[src/rtl/reg_access_arbiter.sv]
`default_nettype none
// ============================================================================
// Module   : reg_access_arbiter
// Purpose  : Two-requester arbiter/sequencer for a single-port register file.
//            Build option: REG_ARB_FIXED_PRIO_EN (A always wins a tie).
// Revision : 1.0 - initial release
// ============================================================================
module reg_access_arbiter #(
    parameter int WORD_SIZE = 16,
    parameter int ADDR_SIZE = 2
) (
    input  logic                 CLK,
    input  logic                 RST,
    input  logic                 REQ_A,
    input  logic                 WE_A,
    input  logic [ADDR_SIZE-1:0] ADDR_A,
    input  logic [WORD_SIZE-1:0] WDATA_A,
    output logic                 ACK_A,
    output logic [WORD_SIZE-1:0] RDATA_A,
    input  logic                 REQ_B,
    input  logic                 WE_B,
    input  logic [ADDR_SIZE-1:0] ADDR_B,
    input  logic [WORD_SIZE-1:0] WDATA_B,
    output logic                 ACK_B,
    output logic [WORD_SIZE-1:0] RDATA_B,
    output logic                 BUSY,
    output logic                 REG_W,
    output logic                 REG_ON,
    output logic [ADDR_SIZE-1:0] REG_ADDR,
    output logic [WORD_SIZE-1:0] REG_DIN,
    input  logic [WORD_SIZE-1:0] REG_DOUT
);

    typedef enum logic [1:0] {
        ST_IDLE   = 2'd0,
        ST_ACCESS = 2'd1,
        ST_ACK    = 2'd2
    } state_t;

    localparam logic c_GNT_A = 1'b0;
    localparam logic c_GNT_B = 1'b1;

    state_t                 r_state_q,   w_state_d;
    logic                   r_grant_q,   w_grant_d;
    logic                   r_reg_w_q,   w_reg_w_d;
    logic                   r_reg_on_q,  w_reg_on_d;
    logic [ADDR_SIZE-1:0]   r_reg_addr_q, w_reg_addr_d;
    logic [WORD_SIZE-1:0]   r_reg_din_q, w_reg_din_d;
    logic                   r_ack_a_q,   w_ack_a_d;
    logic                   r_ack_b_q,   w_ack_b_d;
    logic [WORD_SIZE-1:0]   r_rdata_a_q, w_rdata_a_d;
    logic [WORD_SIZE-1:0]   r_rdata_b_q, w_rdata_b_d;
    logic                   w_pick_b;

`ifdef REG_ARB_FIXED_PRIO_EN
    always_comb begin
        w_pick_b = REQ_B && !REQ_A;
    end
`else
    logic r_last_grant_q, w_last_grant_d;

    // On a tie, grant whichever requester was not served last.
    always_comb begin
        w_pick_b = REQ_B && (!REQ_A || (r_last_grant_q == c_GNT_A));
    end

    always_comb begin
        w_last_grant_d = r_last_grant_q;
        if ((r_state_q == ST_IDLE) && (REQ_A || REQ_B)) begin
            w_last_grant_d = w_pick_b;
        end
    end

    always_ff @(posedge CLK) begin
        if (RST) begin
            r_last_grant_q <= c_GNT_B;
        end else begin
            r_last_grant_q <= w_last_grant_d;
        end
    end
`endif

    always_comb begin
        w_state_d    = r_state_q;
        w_grant_d    = r_grant_q;
        w_reg_w_d    = r_reg_w_q;
        w_reg_on_d   = r_reg_on_q;
        w_reg_addr_d = r_reg_addr_q;
        w_reg_din_d  = r_reg_din_q;
        w_ack_a_d    = 1'b0;
        w_ack_b_d    = 1'b0;
        w_rdata_a_d  = r_rdata_a_q;
        w_rdata_b_d  = r_rdata_b_q;
        case (r_state_q)
            ST_IDLE: begin
                if (REQ_A || REQ_B) begin
                    w_state_d    = ST_ACCESS;
                    w_grant_d    = w_pick_b;
                    w_reg_on_d   = 1'b1;
                    w_reg_w_d    = w_pick_b ? WE_B    : WE_A;
                    w_reg_addr_d = w_pick_b ? ADDR_B  : ADDR_A;
                    w_reg_din_d  = w_pick_b ? WDATA_B : WDATA_A;
                end
            end
            ST_ACCESS: begin
                // REG_DOUT is only looked at here, during a read access.
                w_state_d  = ST_ACK;
                w_reg_on_d = 1'b0;
                w_reg_w_d  = 1'b0;
                if (r_grant_q == c_GNT_B) begin
                    w_ack_b_d = 1'b1;
                    if (!r_reg_w_q) w_rdata_b_d = REG_DOUT;
                end else begin
                    w_ack_a_d = 1'b1;
                    if (!r_reg_w_q) w_rdata_a_d = REG_DOUT;
                end
            end
            ST_ACK: begin
                w_state_d = ST_IDLE;
            end
            default: begin
                w_state_d = ST_IDLE;
            end
        endcase
    end

    always_ff @(posedge CLK) begin
        if (RST) begin
            r_state_q    <= ST_IDLE;
            r_grant_q    <= c_GNT_A;
            r_reg_w_q    <= 1'b0;
            r_reg_on_q   <= 1'b0;
            r_reg_addr_q <= '0;
            r_reg_din_q  <= '0;
            r_ack_a_q    <= 1'b0;
            r_ack_b_q    <= 1'b0;
            r_rdata_a_q  <= '0;
            r_rdata_b_q  <= '0;
        end else begin
            r_state_q    <= w_state_d;
            r_grant_q    <= w_grant_d;
            r_reg_w_q    <= w_reg_w_d;
            r_reg_on_q   <= w_reg_on_d;
            r_reg_addr_q <= w_reg_addr_d;
            r_reg_din_q  <= w_reg_din_d;
            r_ack_a_q    <= w_ack_a_d;
            r_ack_b_q    <= w_ack_b_d;
            r_rdata_a_q  <= w_rdata_a_d;
            r_rdata_b_q  <= w_rdata_b_d;
        end
    end

    assign ACK_A    = r_ack_a_q;
    assign ACK_B    = r_ack_b_q;
    assign RDATA_A  = r_rdata_a_q;
    assign RDATA_B  = r_rdata_b_q;
    assign BUSY     = (r_state_q != ST_IDLE);
    assign REG_W    = r_reg_w_q;
    assign REG_ON   = r_reg_on_q;
    assign REG_ADDR = r_reg_addr_q;
    assign REG_DIN  = r_reg_din_q;

endmodule
`default_nettype wire

[config.mk]
export PLATFORM = sky130hd
export DESIGN_NAME = reg_access_arbiter
export DESIGN_NICKNAME = d
export VERILOG_FILES = /design/src/rtl/reg_access_arbiter.sv
export SDC_FILE = /design/constraint.sdc
export NUM_CORES = 1
export LEC_CHECK = 0
export CAP_MARGIN = 10
export CORE_MARGIN = 2
export CORE_UTILIZATION = 40
export CTS_CLUSTER_SIZE = 20
export DETAILED_ROUTE_END_ITERATION = 16
export PLACE_DENSITY = 0.79
export SLEW_MARGIN = 20
export SYNTH_ARGS = -nofsm -noshare
export SYNTH_HDL_FRONTEND = slang
export SYNTH_SLANG_ARGS = --single-unit
[constraint.sdc]
create_clock -name CLK -period 2.07 [get_ports CLK]
set_clock_uncertainty 0.2 [all_clocks]
set_input_delay 0.414 -clock CLK [delete_from_list [all_inputs] [get_ports CLK]]
set_output_delay 0.414 -clock CLK [all_outputs]
set_load 0.05 [all_outputs]
Word-level counts from Yosys, hierarchy flattened. Index checks and enable logic that the tools add are counted. Widths: inputs -> output; s select.

Reductions and logical operators: 13. Multipliers: 0. Muxes and demuxes: 11. Divide/modulo/power cells: 0. Shift-type cells: 0. Equality and inequality tests: 2. Add/subtract/negate cells: 0. Bitwise gates (word level): 4. Magnitude comparators: 0.

Operators with widths (count): $mux 16 (1); $reduce_and 3->1 (2); $mux 1 (5); $mux 2 (2); $not 1->1 (4); $pmux 1 s2 (2); $pmux 2 s2 (1); $reduce_and 2->1 (2); $reduce_bool 2->1 (2); $eq 2x1->1 const B (1); $logic_and 1x1->1 (2); $logic_not 2->1 (1); $logic_or 1x1->1 (2); $ne 2x1->1 const B (1); $reduce_or 2->1 (1); $logic_not 1->1 (1).

Input bits: 58. Bits in registers: 58. Memory bits (writable): 0. Latch bits: 0. Bits in read-only memories: 0. Memories kept: 0. Word-level logic and storage cells: 41.

Logic depth before layout (Yosys ltp).
Word-level depth: 6. Mapped depth: 5. Gate-level depth less buffers: 4.

Least setup slack after synthesis. No wires, ideal clock.

Path type: flip-flop to flip-flop. Start point: register r_reg_w_q (netlist: REG_W). End point: register r_rdata_a_q[0] (netlist: RDATA_A[0]). Arrival time: 1498 ps. Data required time: 1732 ps. Cell stages (with the launch flop): 6. Buffers on the path: 2. Path slack: 234 ps. Cells stage by stage: dfxtp_1 -> or4b_1 -> buf_6 -> buf_12 -> nand2_2 -> a21oi_2.

Longest elaborated chain between the ends: 2.

RTL lines: start: declaration (RTL line 45) `logic r_reg_w_q, w_reg_w_d;`; start signal: assignment (RTL line 142) `r_reg_w_q <= w_reg_w_d;`; $not 1->1 (no source line); $reduce_and 3->1 (no source line); end signal: assignment (RTL line 148) `r_rdata_a_q <= w_rdata_a_d;`; end: declaration (RTL line 51) `logic [WORD_SIZE-1:0] r_rdata_a_q, w_rdata_a_d;`.

Every way passes these cells. A chain may end at the register's enable or synchronous reset.

Worst setup path after layout.
Start point: register r_rdata_b_q[4] (netlist: RDATA_B[4]). End point: output port RDATA_B[4].

RTL lines: start: declaration (RTL line 52) `logic [WORD_SIZE-1:0] r_rdata_b_q, w_rdata_b_d;`; start signal: assignment (RTL line 149) `r_rdata_b_q <= w_rdata_b_d;`; end: declaration (RTL line 25) `output logic [WORD_SIZE-1:0] RDATA_B,`.

No word-level cell between the ends.

==> run metrics <==
outcome=completed; core area=5570 sq um; WP data required=1.46 ns; Seq/Total Area, Yosys=0.500; Reg power frac=0.422; critical path type=flop to primary output; CP Capture Type=primary output; upper clock frequency limit=0.552 GHz; critical path's largest stage delay=0.53 ns; worst reg2reg startpoint=REG_W; clock tree buffer depth=2; post-DP HPWL=4.29 mm; crit path launch=RDATA_B[4]; Critical Path Source Type=flop; # rows=27; initial core utilization=0.417; Synth Net Count=334; Pre-antenna DRT Iters=4; Static Leak=1.48 nW; diode count=0; Max-cap violations=0; Hold Violations, Final=0; Fill cells=499; port bufs=112; first-pass GRT wire length=9.21 mm; Int Pwr=2.01 mW; Comb pwr share=0.257; area of the multi-input gates=1040 sq um; Final #Nets=445; die width=80.2 microns; RSZ-0062 raised after global routing=no; vias in the first global route=2081; Syn-to-layout area delta=52.9%; yosys warns=0; Clock Power Share=0.321; Critical Path Slowest Stage Cell=dlygate4sd2_1; CP delay by family, top=buffers and inverters; Critical Path End=RDATA_B[4]; setup violators final=0; post-CTS setup repair buffer count=0; Switch Pwr=0.944 mW; syn avg cell area=8.42 sq um; synthesized area=2320 sq um; vias=2297; vias per inst=4.95; Num CTS Buffers=9; grt total ovfl=0; latest clock arrival within the worst-skew pair=0.33 ns; Max VDD drop=0.000414 V; die area=6430 sq um; Seq. cell area=1160 sq um; slew margin rel.=0.667; initial antenna violation count=0; largest net degree at the start of global routing=29; Worst-Margin Slew=0.499 ns; Period Utilization, post-route=0.876; R2R cell count=4; gate count after technology mapping=276; Final Util=0.637; clk root buf=clkbuf_8; Hold Path Class=input port to flop; DR WL/cell=12.9 microns; post-route ant nets=0; distinct cell type count of the synthesized netlist=29; switching part of the total=0.320; Slew Viols, Final=0; Worst Path Buf+Inv=1; Hold Path Stages=2; CTS clk-pin slew, worst paths=0.06 ns; All-Layer GR Usage=0.183; fraction of layout cells with a size suffix above 1=0.242; Clock Sinks=58; CTS tree=built; arrival time at the worst endpoint=1.20 ns; Power Dens Cells=831 nW/um^2; worst reg2reg setup slack=0.46 ns; Die Span Y=80.2 microns; final WL=5.99 mm; H-tree levels=3; Min Clock Period, post-route=1.81 ns; Worst Path Max Fanout=2; worst r2r dst=RDATA_A[10]; Pwr Total=2.95 mW; Setup TNS=0 ns; total I/O pin count=113; GPL Wtd Cong=0.761; critical path cell sequence=dlygate4sd2_1; DRC=0; CTS Hold Bufs=0; critical path depth=1; #FFs+latches synth=58; drt first-iter violations=82
## cell usage after synthesis
cell,count,area [sq um]
nand2_1,94,353
dfxtp_1,58,1160
a21oi_1,42,210
a311oi_1,19,166
a21oi_2,10,87.6
buf_2,9,45.0
clkbuf_1,9,33.8
nand2_2,9,56.3
nor2_1,4,15.0
buf_1,2,7.51
o21ai_0,2,10.0
a21bo_2,1,10.0
a21boi_1,1,7.51
a22oi_1,1,7.51
and2_2,1,7.51
and4bb_1,1,12.5
buf_12,1,20.0
buf_6,1,11.3
inv_2,1,3.75
nand2_4,1,11.3
nand2b_1,1,6.26
nand3_1,1,5.00
nand3b_1,1,7.51
nand4bb_1,1,11.3
nor2_4,1,11.3
nor3_1,1,5.00
nor4b_4,1,23.8
or2_2,1,6.26
or4b_1,1,10.0
## per-stage QoR
stage               area (sq um)  instances  setup WS [ns]  hold WS (ns)
global placement            3380        448          0.127         0.243
detailed placement          3380        448         0.0147         0.249
finish                      3550        464          0.258        0.0786
CTS                         3550        464        0.00807        0.0678
floorplan                   2320        276          0.234         0.278
global route                3550        464          0.201        0.0790
## worst min path at each step
stage / end / from
CTS: r_state_q[1] / RST
finish: r_state_q[1] / RST
floorplan: r_last_grant_q / r_last_grant_q
global placement: RDATA_B[11] / RDATA_B[11]
global route: r_state_q[1] / RST
detailed placement: RDATA_A[11] / RDATA_A[11]
## cells by family after synthesis
logic type / Yosys count / share of synthesized area
AO/OA/AOI/OAI: 76 / 0.215
buffers and inverters: 23 / 0.0522
flip-flops: 58 / 0.500
AND/OR/NAND/NOR: 119 / 0.233
## timing repair
item,CTS,global route
gates resized for setup,9,2
cloned,0,0
setup endpoints to repair,9,2
## power by group through the flow
stage	Sequential (mW)	Clock (mW)	Combinational, mW
floorplan	1.51	0	0.241
global placement	1.27	0	0.758
detailed placement	1.27	0	0.766
CTS	1.25	0.961	0.764
global route	1.26	1.03	0.806
finish	1.25	0.947	0.760
## area by class of cell
class                   instances  area share
clock buffers                  14      0.0486
flip-flops and latches         58       0.327
multi-input cells             195       0.293
repair buffers                122       0.302
clock inverters                 2     0.00282
inverters                       1     0.00106
well taps                      72      0.0254
## cell usage in the layout (no fill, tap or decap), drive strengths merged, types with 2 or more instances in the layout
master | synthesis | routed
a21oi | 52 | 52
a311oi | 19 | 19
buf | 13 | 55
clkbuf | 9 | 14
clkdlybuf4s50 | 0 | 56
clkinv | 0 | 2
dfxtp | 58 | 58
dlygate4sd2 | 0 | 9
dlymetal6s2s | 0 | 2
nand2 | 104 | 104
nor2 | 5 | 5
o21ai | 2 | 2
## state kept, by name, summed over array words and instances, names as in the netlist
name / count
RDATA_A: 16
RDATA_B: 16
REG_DIN: 16
REG_ADDR: 2
r_state_q: 2
ACK_A: 1
ACK_B: 1
REG_ON: 1
REG_W: 1
r_grant_q: 1
r_last_grant_q: 1
## layer usage
metal | vias to the layer above | track usage | wire, microns
met5 | - | 0 | 0
met4 | 0 | 0.0661 | 55
met3 | 6 | 0.0854 | 649
met2 | 113 | 0.296 | 2730
met1 | 1017 | 0.211 | 2560
li1 | 1161 | - | -
(Power assumes the default switching activity.)
